$ cat src/rtl/fft_pkg.sv
// Shared definitions for the radix-2 DIT FFT sequencer: FSM state encoding,
// default geometry and helpers for the half-size and drain-length constants.
package fft_pkg;

  localparam logic [1:0] ST_IDLE  = 2'd0;
  localparam logic [1:0] ST_RUN   = 2'd1;
  localparam logic [1:0] ST_DRAIN = 2'd2;
  localparam logic [1:0] ST_DONE  = 2'd3;

  localparam int FFT_DEF_DATA_WIDTH = 8;
  localparam int FFT_DEF_CMD_WIDTH  = 3;
  localparam int FFT_DEF_BF_LATENCY = 3;

  // Butterflies per stage: N/2 with N = 2**cmd_width.
  function automatic int fft_half_n(input int cmd_width);
    return 1 << (cmd_width - 1);
  endfunction

  // Idle cycles between stages so the last write retires before the next read.
  function automatic int fft_drain_cycles(input int bf_latency);
    return bf_latency + 1;
  endfunction

endpackage

$ cat src/rtl/fft_twiddle_rom.sv
// Twiddle ROM for W_N^t, t = 0..N/2-1, in Q(DATA_WIDTH-2) fixed point.
// Entries are built at elaboration time; the output is registered (1-cycle
// latency) and only advances when en is high, so it holds between reads.
module fft_twiddle_rom #(
  parameter int DATA_WIDTH = 8,
  parameter int CMD_WIDTH  = 3
) (
  input  logic                      clk,
  input  logic                      rst_n,
  input  logic                      en,
  input  logic [CMD_WIDTH-2:0]      idx,
  output logic [2*DATA_WIDTH-1:0]   w
);

  localparam int  HALF_N = 1 << (CMD_WIDTH - 1);
  localparam int  N      = 1 << CMD_WIDTH;
  localparam real SCALE  = real'(1 << (DATA_WIDTH - 2));
  localparam real PI     = 3.14159265358979323846;

  // Taylor series is exact enough for angles in [0, pi) at these widths.
  function automatic real tw_cos(input real x);
    real term;
    real sum;
    term = 1.0;
    sum  = 1.0;
    for (int i = 1; i < 14; i++) begin
      term = -term * x * x / real'((2 * i - 1) * (2 * i));
      sum  = sum + term;
    end
    return sum;
  endfunction

  function automatic real tw_sin(input real x);
    real term;
    real sum;
    term = x;
    sum  = x;
    for (int i = 1; i < 14; i++) begin
      term = -term * x * x / real'((2 * i) * (2 * i + 1));
      sum  = sum + term;
    end
    return sum;
  endfunction

  // Round half away from zero.
  function automatic int tw_round(input real v);
    if (v >= 0.0) return $rtoi(v + 0.5);
    else          return -$rtoi(0.5 - v);
  endfunction

  logic [2*DATA_WIDTH-1:0] rom_tab [HALF_N];
  logic [2*DATA_WIDTH-1:0] w_d;
  logic [2*DATA_WIDTH-1:0] w_q;

  for (genvar t = 0; t < HALF_N; t++) begin : gen_rom
    localparam real ANG = 2.0 * PI * real'(t) / real'(N);
    localparam int  RE  = tw_round(tw_cos(ANG) * SCALE);
    localparam int  IM  = tw_round(-tw_sin(ANG) * SCALE);
    assign rom_tab[t] = {IM[DATA_WIDTH-1:0], RE[DATA_WIDTH-1:0]};
  end

  // Fetch the addressed entry on a read, otherwise hold the last twiddle.
  always_comb begin
    w_d = w_q;
    if (en) w_d = rom_tab[idx];
  end

  // Output register; cleared by reset.
  always_ff @(posedge clk or negedge rst_n) begin
    if (!rst_n) w_q <= '0;
    else        w_q <= w_d;
  end

  assign w = w_q;

endmodule

$ cat src/rtl/fft_stage_ctrl.sv
// Radix-2 DIT FFT sequencer feeding a butterfly from ping-pong RAM.
// Per stage it reads N/2 butterfly pairs (one per cycle), then drains the
// butterfly pipeline before the next stage so read/write banks never overlap.
// Optional build macro FFT_INVERSE_EN adds an 'inverse' input that selects
// conjugate twiddles for the whole transform.
module fft_stage_ctrl
  import fft_pkg::*;
#(
  parameter int DATA_WIDTH = FFT_DEF_DATA_WIDTH,
  parameter int CMD_WIDTH  = FFT_DEF_CMD_WIDTH,
  parameter int BF_LATENCY = FFT_DEF_BF_LATENCY
) (
  input  logic                    clk,
  input  logic                    rst_n,
  input  logic                    start,
`ifdef FFT_INVERSE_EN
  input  logic                    inverse,
`endif
  output logic                    rd_en,
  output logic [CMD_WIDTH-1:0]    rd_addr_a,
  output logic [CMD_WIDTH-1:0]    rd_addr_b,
  output logic                    rd_bank,
  output logic [2*DATA_WIDTH-1:0] w,
  output logic [2*CMD_WIDTH-1:0]  m_in,
  output logic                    wr_en,
  output logic [CMD_WIDTH-1:0]    stage,
  output logic                    busy,
  output logic                    done
);

  localparam int HALF_N       = fft_half_n(CMD_WIDTH);
  localparam int DRAIN_CYCLES = fft_drain_cycles(BF_LATENCY);
  localparam int KW           = CMD_WIDTH - 1;
  localparam int DCW          = (DRAIN_CYCLES > 1) ? $clog2(DRAIN_CYCLES) : 1;

  logic [1:0]             state_q, state_d;
  logic [KW-1:0]          k_q, k_d;
  logic [CMD_WIDTH-1:0]   stage_q, stage_d;
  logic [DCW-1:0]         drain_q, drain_d;
  logic [BF_LATENCY:0]    wr_pipe_q, wr_pipe_d;
  logic [2*CMD_WIDTH-1:0] m_in_q, m_in_d;
  logic                   inv_q, inv_d;

  logic                   run;
  logic [CMD_WIDTH-1:0]   k_ext;
  logic [CMD_WIDTH-1:0]   span;
  logic [CMD_WIDTH-1:0]   pos;
  logic [CMD_WIDTH-1:0]   addr_a;
  logic [CMD_WIDTH-1:0]   addr_b;
  logic [CMD_WIDTH-1:0]   tw_sh;
  logic [KW-1:0]          tw_idx;
  logic [2*DATA_WIDTH-1:0] w_rom;

  assign run = (state_q == ST_RUN);

  // Sequencing: IDLE -> RUN (N/2 reads) -> DRAIN -> next stage or DONE -> IDLE.
  always_comb begin
    state_d = state_q;
    k_d     = k_q;
    stage_d = stage_q;
    drain_d = drain_q;
    inv_d   = inv_q;
    case (state_q)
      ST_IDLE: begin
        if (start) begin
          state_d = ST_RUN;
          k_d     = '0;
          stage_d = '0;
          drain_d = '0;
`ifdef FFT_INVERSE_EN
          inv_d   = inverse;
`else
          inv_d   = 1'b0;
`endif
        end
      end
      ST_RUN: begin
        if (k_q == KW'(HALF_N - 1)) begin
          state_d = ST_DRAIN;
          k_d     = '0;
          drain_d = '0;
        end else begin
          k_d = k_q + KW'(1);
        end
      end
      ST_DRAIN: begin
        if (drain_q == DCW'(DRAIN_CYCLES - 1)) begin
          drain_d = '0;
          if (stage_q == CMD_WIDTH'(CMD_WIDTH - 1)) begin
            state_d = ST_DONE;
          end else begin
            state_d = ST_RUN;
            stage_d = stage_q + CMD_WIDTH'(1);
          end
        end else begin
          drain_d = drain_q + DCW'(1);
        end
      end
      default: begin
        state_d = ST_IDLE;
        stage_d = '0;
        inv_d   = 1'b0;
      end
    endcase
  end

  // Butterfly pair and twiddle index for the current k and stage.
  always_comb begin
    k_ext  = {1'b0, k_q};
    span   = CMD_WIDTH'(1) << stage_q;
    pos    = k_ext & (span - CMD_WIDTH'(1));
    addr_a = ((k_ext >> stage_q) << (stage_q + CMD_WIDTH'(1))) | pos;
    addr_b = addr_a + span;
    tw_sh  = CMD_WIDTH'(CMD_WIDTH - 1) - stage_q;
    tw_idx = KW'(pos << tw_sh);
  end

  // Addresses track the RAM read; wr_en follows rd_en through the butterfly.
  always_comb begin
    m_in_d    = m_in_q;
    if (run) m_in_d = {addr_b, addr_a};
    wr_pipe_d = {wr_pipe_q[BF_LATENCY-1:0], run};
  end

  // Control and alignment registers; reset aborts any transform in flight.
  always_ff @(posedge clk or negedge rst_n) begin
    if (!rst_n) begin
      state_q   <= ST_IDLE;
      k_q       <= '0;
      stage_q   <= '0;
      drain_q   <= '0;
      wr_pipe_q <= '0;
      m_in_q    <= '0;
      inv_q     <= 1'b0;
    end else begin
      state_q   <= state_d;
      k_q       <= k_d;
      stage_q   <= stage_d;
      drain_q   <= drain_d;
      wr_pipe_q <= wr_pipe_d;
      m_in_q    <= m_in_d;
      inv_q     <= inv_d;
    end
  end

  fft_twiddle_rom #(
    .DATA_WIDTH (DATA_WIDTH),
    .CMD_WIDTH  (CMD_WIDTH)
  ) u_rom (
    .clk   (clk),
    .rst_n (rst_n),
    .en    (run),
    .idx   (tw_idx),
    .w     (w_rom)
  );

  // Conjugate twiddle for the inverse transform (im negated).
  always_comb begin
    w = w_rom;
`ifdef FFT_INVERSE_EN
    if (inv_q) w[2*DATA_WIDTH-1:DATA_WIDTH] = -w_rom[2*DATA_WIDTH-1:DATA_WIDTH];
`else
    w[0] = w_rom[0] | inv_q;
`endif
  end

  assign rd_en     = run;
  assign rd_addr_a = run ? addr_a : '0;
  assign rd_addr_b = run ? addr_b : '0;
  assign rd_bank   = stage_q[0];
  assign m_in      = m_in_q;
  assign wr_en     = wr_pipe_q[BF_LATENCY];
  assign stage     = stage_q;
  assign busy      = (state_q == ST_RUN) || (state_q == ST_DRAIN);
  assign done      = (state_q == ST_DONE);

endmodule
$ cat config.mk
export PLATFORM = sky130hd
export DESIGN_NAME = fft_stage_ctrl
export DESIGN_NICKNAME = d
export VERILOG_FILES = /design/src/rtl/fft_pkg.sv /design/src/rtl/fft_twiddle_rom.sv /design/src/rtl/fft_stage_ctrl.sv
export SDC_FILE = /design/constraint.sdc
export NUM_CORES = 1
export LEC_CHECK = 0
export ABC_AREA = 0
export CAP_MARGIN = 20
export CORE_MARGIN = 2
export CORE_UTILIZATION = 40
export DETAILED_ROUTE_END_ITERATION = 10
export GPL_ROUTABILITY_DRIVEN = 1
export PLACE_DENSITY = 0.71
export SYNTH_ARGS = -nofsm -noshare
export SYNTH_HDL_FRONTEND = slang
export SYNTH_SLANG_ARGS = --single-unit
$ cat constraint.sdc
create_clock -name clk -period 2.84 [get_ports clk]
set_clock_uncertainty 0.1 [all_clocks]
set_input_delay 0.568 -clock clk [delete_from_list [all_inputs] [get_ports clk]]
set_output_delay 0.568 -clock clk [all_outputs]
set_load 0.05 [all_outputs]
==> results of run 1 <==
-- state kept, by name, indices dropped and copies added (netlist names) --
name	cells
m_in	6
k_q	2
u_rom.w	5
stage	3
wr_pipe_q	4
state_q	2
drain_q	2
-- where the power goes --
part / internal, mW / switching (mW) / total [mW]
Combinational: 0.413 / 0.663 / 1.08
Clock: 0.0551 / 0.101 / 0.156
Sequential: 0.442 / 0.0661 / 0.508
-- final cells by class --
cell class                      instances  area (sq um)
Fill cell                             303          1339
Multi-Input combinational cell         88         804.5
Sequential cell                        24         605.6
Timing Repair Buffer                   53         543.0
Tap cell                               46         57.56
Inverter                               10         40.04
Clock buffer                            4         26.28
-- cells in the mapped netlist, types with 2 or more instances --
library cell,n
o21bai_1,2
nand3_1,2
o2bb2ai_1,2
nand2b_1,4
o21ai_0,6
a21o_1,6
nor2b_1,3
mux2i_1,2
mux2_2,3
dfrtp_1,24
inv_1,9
buf_4,13
nor2_1,5
ha_1,14
nand2_1,9
and2_4,2
and2_1,2
xnor2_1,3
-- cell families (layout without fill, tap and decap cells) --
| group | Yosys count | after routing |
|---|---|---|
| and+or+nand+nor | 34 | 34 |
| adders and majority gates | 15 | 15 |
| DFF | 24 | 24 |
| other | 1 | 3 |
| AOI/OAI and AO/OA | 26 | 26 |
| xor gates and xnor gates | 3 | 3 |
| muxes | 7 | 7 |
| buffers and inverters | 25 | 67 |
-- layer usage --
metal,track usage (%),wire length [um]
met1,17.82,1234
met2,30.99,1670
met3,2.951,114
met4,7.979,63
met5,0,0
-- worst max-delay path, delay by kind of cell (launching register included) --
| family | cells | cell delay [ns] |
|---|---|---|
| adder cells (fa/ha/maj) | 3 | 0.69 |
| flip-flops | 1 | 0.53 |
| AND/OR/NAND/NOR | 2 | 0.32 |
| XOR/XNOR | 2 | 0.32 |
| AO/OA/AOI/OAI | 1 | 0.26 |
| buffers and inverters | 3 | 0.24 |
-- per-stage QoR --
stage / TNS (ns) / total power [mW] / utilization (%)
final: -0.7963 / 1.740 / 60.81
after detailed placement: -0.1850 / 1.596 / 58.13
after floorplan: -0.3182 / 1.257 / -
after global placement: -0.1139 / 1.561 / 58.13
after CTS: -0.7848 / 1.757 / 60.22
after global routing: -1.066 / 1.849 / 60.81
-- worst min path at each step --
stage	from	to	slack (ns)	cells past startpoint
6_report	wr_pipe_q[1]	wr_pipe_q[2]	0.27	0
4_1_cts	wr_pipe_q[0]	wr_pipe_q[1]	0.27	0
3_5_place_dp	wr_pipe_q[0]	wr_pipe_q[1]	0.24	0
5_1_grt	wr_pipe_q[1]	wr_pipe_q[2]	0.29	0
3_3_place_gp	wr_pipe_q[2]	wr_pipe_q[3]	0.23	0
2_1_floorplan	rst_n	drain_q[0]	0.17	0
-- repair_timing --
action | CTS | global route
resized for setup | 4 | 3
endpoints found under the setup margin | 2 | 4
buffers inserted | 3 | 0
pin swaps | 4 | 1
==> flow_metrics.env, run 1 <==
export IMPL_relSlewSlack_pct=50.64
export IMPL_fp_row_count=21
export IMPL_clk_latency_ns=0.32
export IMPL_antenna_found_initial=0
export IMPL_synth_xor_area_share_pct=1.795
export IMPL_grt_ovfl_total=0
export IMPL_io_pins=39
export IMPL_grt_max_degree=17
export IMPL_muxShareOfSynthArea_pct=5.470
export IMPL_reg2reg_depth=10
export IMPL_worstSetupStartpoint="stage[0]"
export IMPL_synth_adder_area_share_pct=13.33
export IMPL_yosysUniqueCellTypes=42
export IMPL_setup_worst_path_class="register to output port"
export IMPL_dr_pass1_iters=4
export IMPL_drive_gt1_share_pct=32.40
export IMPL_pre_cts_ws_ns=-0.1850
export IMPL_placed_area_sq_mm=0.001986
export IMPL_dieHeight_um=64.50
export IMPL_antenna_cells=0
export IMPL_finalMaxSlewViolations=0
export IMPL_r2r_slack_ns=0.34
export IMPL_clk_pin_slew_ns=0.12
export IMPL_cts_buffer_depth=2
export IMPL_synth_edf_count=0
export IMPL_syn_area_sq_mm=0.001464
export IMPL_routed_via_density=4.907
export IMPL_hold_viol=0
export IMPL_required_ns=2.17
export IMPL_avgSynthCellArea_sq_um=10.84
export IMPL_cts_hold_fix_buffers=0
export IMPL_die_w_um=64.50
export IMPL_layout_common_cells="clkdlybuf4s50_1, dfrtp_1, buf_4"
export IMPL_wl_um=3083
export IMPL_cts_tree="yes"
export IMPL_antenna_left=0
export IMPL_p_leak_nw=0.9693
export IMPL_initial_utilization_pct=42.86
export IMPL_cts_sinks=24
export IMPL_async_flop_share_pct=100.0
export IMPL_ir_drop_v=0.0006301
export IMPL_ys_warn_count=0
export IMPL_fin_cells=225
export IMPL_crit_end="rd_addr_b[2]"
export IMPL_ys_seq_elements=24
export IMPL_synth_cells=135
export IMPL_synth_seq_area_share_pct=41.03
export IMPL_clockRootBuffer="clkbuf_4"
export IMPL_synth_top_family_by_area="simple AND/OR/NAND/NOR gates"
export IMPL_rsz0062_at_grt="true"
export IMPL_gp_congestion=0.8640
export IMPL_dieArea_sq_mm=0.004160
export IMPL_powerDensity_mw_per_mm2=837.7
export IMPL_route_detailed_drc=0
export IMPL_finalCritPeriodShare_pct=117.8
export IMPL_whs_ns=0.2659
export IMPL_reg2reg_from="stage[0]"
export IMPL_synth_top_area_share_pct=41.03
export IMPL_final_common_cell="clkdlybuf4s50_1"
export IMPL_cp_slowest_stage_delay_ns=0.53
export IMPL_cts_buffers=3
export IMPL_synth_compound_area_share_pct=13.50
export IMPL_grt_pass1_wl_um=5271
export IMPL_final_cell_area_sq_mm=0.002077
export IMPL_violations="negative setup slack"
export IMPL_grt_pass1_vias=1171
export IMPL_crit_arrival_ns=2.68
export IMPL_synth_simple_area_share_pct=14.27
export IMPL_yosys_area_top_type="dfrtp_1"
export IMPL_maxCapViolCount=0
export IMPL_track_usage_pct=16.54
export IMPL_start_kind="register"
export IMPL_htreeDepth=1
export IMPL_status="finished with violations"
export IMPL_cp_end_kind="output port"
export IMPL_hold_path_class="register to register"
export IMPL_tightest_slew_ns=0.7381
export IMPL_vias=1104
export IMPL_wire_per_inst_um=13.70
export IMPL_place_inst=218
export IMPL_slowest_stage="dfrtp_4"
export IMPL_synthTopCellsByArea="dfrtp_1, ha_1, buf_4"
export IMPL_dp_hpwl_um=2432
export IMPL_ys_flop_type="dfrtp_1"
export IMPL_finalSetupViolCount=2
export IMPL_core_area_sq_mm=0.003416
export IMPL_syn2layout_area_growth_pct=41.88
export IMPL_fin_nets=198
export IMPL_min_period_ns=3.345
export IMPL_r2r_end="m_in[5]"
export IMPL_fmax_mhz=299.0
export IMPL_portBuffers=35
export IMPL_critPathMaxFanout=3
export IMPL_setup_slack_ns=-0.5047
export IMPL_drt_initial_drc_count=40
export IMPL_crit_chain="inv_4 > ha_4 > nor4_4 > a32o_2 > ha_4 > inv_2 > fa_2 > xnor2_2 > xnor2_2 > and2_4 > buf_12"
Note: power is estimated with default switching activity, not from simulation.
==> run 2: changes to the inputs <==
Settings changed: CTS_CLUSTER_SIZE set to 12.
==> results of run 2 <==
The final DEF is identical to that of run 1; final timing and power are the same.
==> run 3: changes to the inputs <==
Settings changed: ABC_AREA 0 to unset, PLACE_DENSITY 0.71 to 0.7, SYNTH_HIERARCHICAL set to 1.
==> flow_metrics.env, run 3 <==
export IMPL_synth_top_family_by_area="compound AO/OA/AOI/OAI gates"
export IMPL_antenna_cells=0
export IMPL_grt_pass1_wl_um=5230
export IMPL_routed_via_density=4.900
export IMPL_p_int_mw=0.8977
export IMPL_dieArea_sq_mm=0.004263
export IMPL_yosysUniqueCellTypes=43
export IMPL_relSlewSlack_pct=46.53
export IMPL_core_area_sq_mm=0.003633
export IMPL_synth_xor_area_share_pct=1.749
export IMPL_violations="negative setup slack"
export IMPL_final_cell_area_sq_mm=0.002098
export IMPL_power_frac_seq_pct=29.2
export IMPL_syn2layout_area_growth_pct=39.63
export IMPL_die_w_um=65.29
export IMPL_place_inst=222
export IMPL_io_pins=39
export IMPL_ys_seq_elements=24
export IMPL_fmax_mhz=300.6
export IMPL_combPwrFrac_pct=58.3
export IMPL_p_leak_nw=0.9776
export IMPL_synth_adder_area_share_pct=12.99
export IMPL_dieHeight_um=65.29
export IMPL_hold_viol=0
export IMPL_ys_warn_count=6
export IMPL_synth_seq_area_share_pct=39.97
export IMPL_holdCritStartpoint="wr_pipe_q[2]"
export IMPL_synth_common_cells="dfrtp_1, ha_1, buf_4, inv_1, nor2_1"
export IMPL_crit_arrival_ns=2.66
export IMPL_cts_tree="yes"
export IMPL_dp_hpwl_um=2331
export IMPL_rsz0062_at_grt="true"
export IMPL_cts_sinks=24
export IMPL_start_kind="register"
export IMPL_ys_flop_type="dfrtp_1"
export IMPL_fillers=318
export IMPL_dr_pass1_iters=4
export IMPL_async_flop_share_pct=100.0
export IMPL_clockRootBuffer="clkbuf_8"
export IMPL_largest_reg_flops=6
export IMPL_synth_compound_area_share_pct=13.07
export IMPL_synthTopCellsByArea="dfrtp_1, ha_1, buf_4"
export IMPL_fin_util_pct=57.75
export IMPL_antenna_left=0
export IMPL_gp_congestion=0.7927
export IMPL_fin_cells=230
export IMPL_finalSetupTns_ns=-0.7376
export IMPL_synth_edf_count=0
export IMPL_swShare_pct=46.44
export IMPL_synth_simple_area_share_pct=11.82
export IMPL_cts_buffer_depth=2
export IMPL_track_usage_pct=15.95
export IMPL_grt_max_degree=18
export IMPL_route_detailed_drc=0
export IMPL_pwr_share_clk_pct=12.5
export IMPL_cts_buffers=3
export IMPL_finalCritPeriodShare_pct=117.1
export IMPL_clk_latency_ns=0.27
export IMPL_yosys_area_top_type="dfrtp_1"
export IMPL_initial_utilization_pct=41.36
export IMPL_reg2reg_from="stage[1]"
export IMPL_maxCapViolCount=0
export IMPL_min_period_ns=3.326
export IMPL_finalMaxSlewViolations=0
export IMPL_setup_worst_path_class="register to output port"
export IMPL_synth_top_area_share_pct=39.97
export IMPL_powerDensity_mw_per_mm2=798.8
export IMPL_wire_per_inst_um=13.56
export IMPL_required_ns=2.17
export IMPL_worstSetupStartpoint="stage[1]"
export IMPL_placed_area_sq_mm=0.001981
export IMPL_switchingPower_mw=0.7784
export IMPL_muxShareOfSynthArea_pct=7.244
export IMPL_synth_cells=139
export IMPL_cts_hold_fix_buffers=0
export IMPL_whs_ns=0.2639
export IMPL_vias=1127
export IMPL_status="finished with violations"
export IMPL_drive_gt1_share_pct=31.87
export IMPL_pre_cts_ws_ns=-0.3752
export IMPL_avgSynthCellArea_sq_um=10.81
export IMPL_grt_ovfl_total=0
export IMPL_total_power_mw=1.676
export IMPL_final_common_cell="clkdlybuf4s50_1"
export IMPL_hold_path_class="register to register"
export IMPL_tightest_slew_ns=0.7995
export IMPL_finalSetupViolCount=2
export IMPL_cp_end_kind="output port"
export IMPL_portBuffers=35
export IMPL_yosysMostFrequentCell="dfrtp_1"
export IMPL_layout_common_cells="clkdlybuf4s50_1, dfrtp_1, buf_4"
export IMPL_drt_initial_drc_count=46
export IMPL_wl_um=3118
export IMPL_grt_pass1_vias=1168
export IMPL_ir_drop_v=0.0006019
export IMPL_htreeDepth=1
export IMPL_fin_nets=201
export IMPL_fp_row_count=22
export IMPL_critPathMaxFanout=4
export IMPL_clk_pin_slew_ns=0.08
export IMPL_setup_slack_ns=-0.4862
export IMPL_antenna_found_initial=0
export IMPL_syn_area_sq_mm=0.001503
## run 3: kinds of logic after synthesis
family                     Yosys count
muxes                                9
other                                1
buffers and inverters               32
and+or+nand+nor                     27
xor gates and xnor gates             3
DFF                                 24
adders and majority gates           15
AOI/OAI and AO/OA                   28
## run 3: what timing repair did
item                                    in CTS  in global routing
resized for setup                            8                  1
cloned                                       0                  0
buffers inserted                             3                  1
pin swaps                                    4                  1
endpoints found under the setup margin       3                  2
## run 3: area by class of cell
class / instances / area, sq um / share of cell area [%]
inverter: 14 / 57.56 / 2.743
timing repair buffer: 55 / 545.5 / 26.00
multi-input combinational: 85 / 784.5 / 37.39
sequential: 24 / 605.6 / 28.86
clock buffer: 4 / 45.04 / 2.147
tap: 48 / 60.06 / 2.862
## run 3: final timing paths
path / end / slack (ns) / cells past startpoint
max: rd_addr_b[2] / -0.49 / 10
max reg2reg: m_in[5] / 0.17 / 10
min reg2reg: wr_pipe_q[3] / 0.26 / 0
min in group asynchronous: stage[1] / 0.66 / 1
min: wr_pipe_q[3] / 0.26 / 0
max in group asynchronous: wr_pipe_q[3] / 1.39 / 2
## run 3: power groups by stage
stage / Clock, mW / Sequential (mW) / Combinational (mW)
2_1_floorplan: 0 / 0.617 / 0.578
3_3_place_gp: 0 / 0.490 / 0.947
3_5_place_dp: 0 / 0.497 / 0.970
4_1_cts: 0.216 / 0.491 / 0.979
5_1_grt: 0.236 / 0.504 / 1.05
6_report: 0.210 / 0.490 / 0.977
## run 3: metal layers
layer	vias up	share of wire (%)	track usage, %
met5	-	0	0
met4	0	1.9	7.031
met3	5	2.2	1.712
met2	19	53	29.46
met1	556	42	18.45
li1	547	-	-
## run 3: critical path, stage by stage (launching register included)
cell,delay (ns)
dfrtp_4,0.52
ha_4,0.18
nor4_4,0.29
a32o_2,0.25
ha_4,0.13
inv_2,0.03
fa_2,0.34
xnor2_2,0.16
xnor2_2,0.17
and2_4,0.18
buf_12,0.13
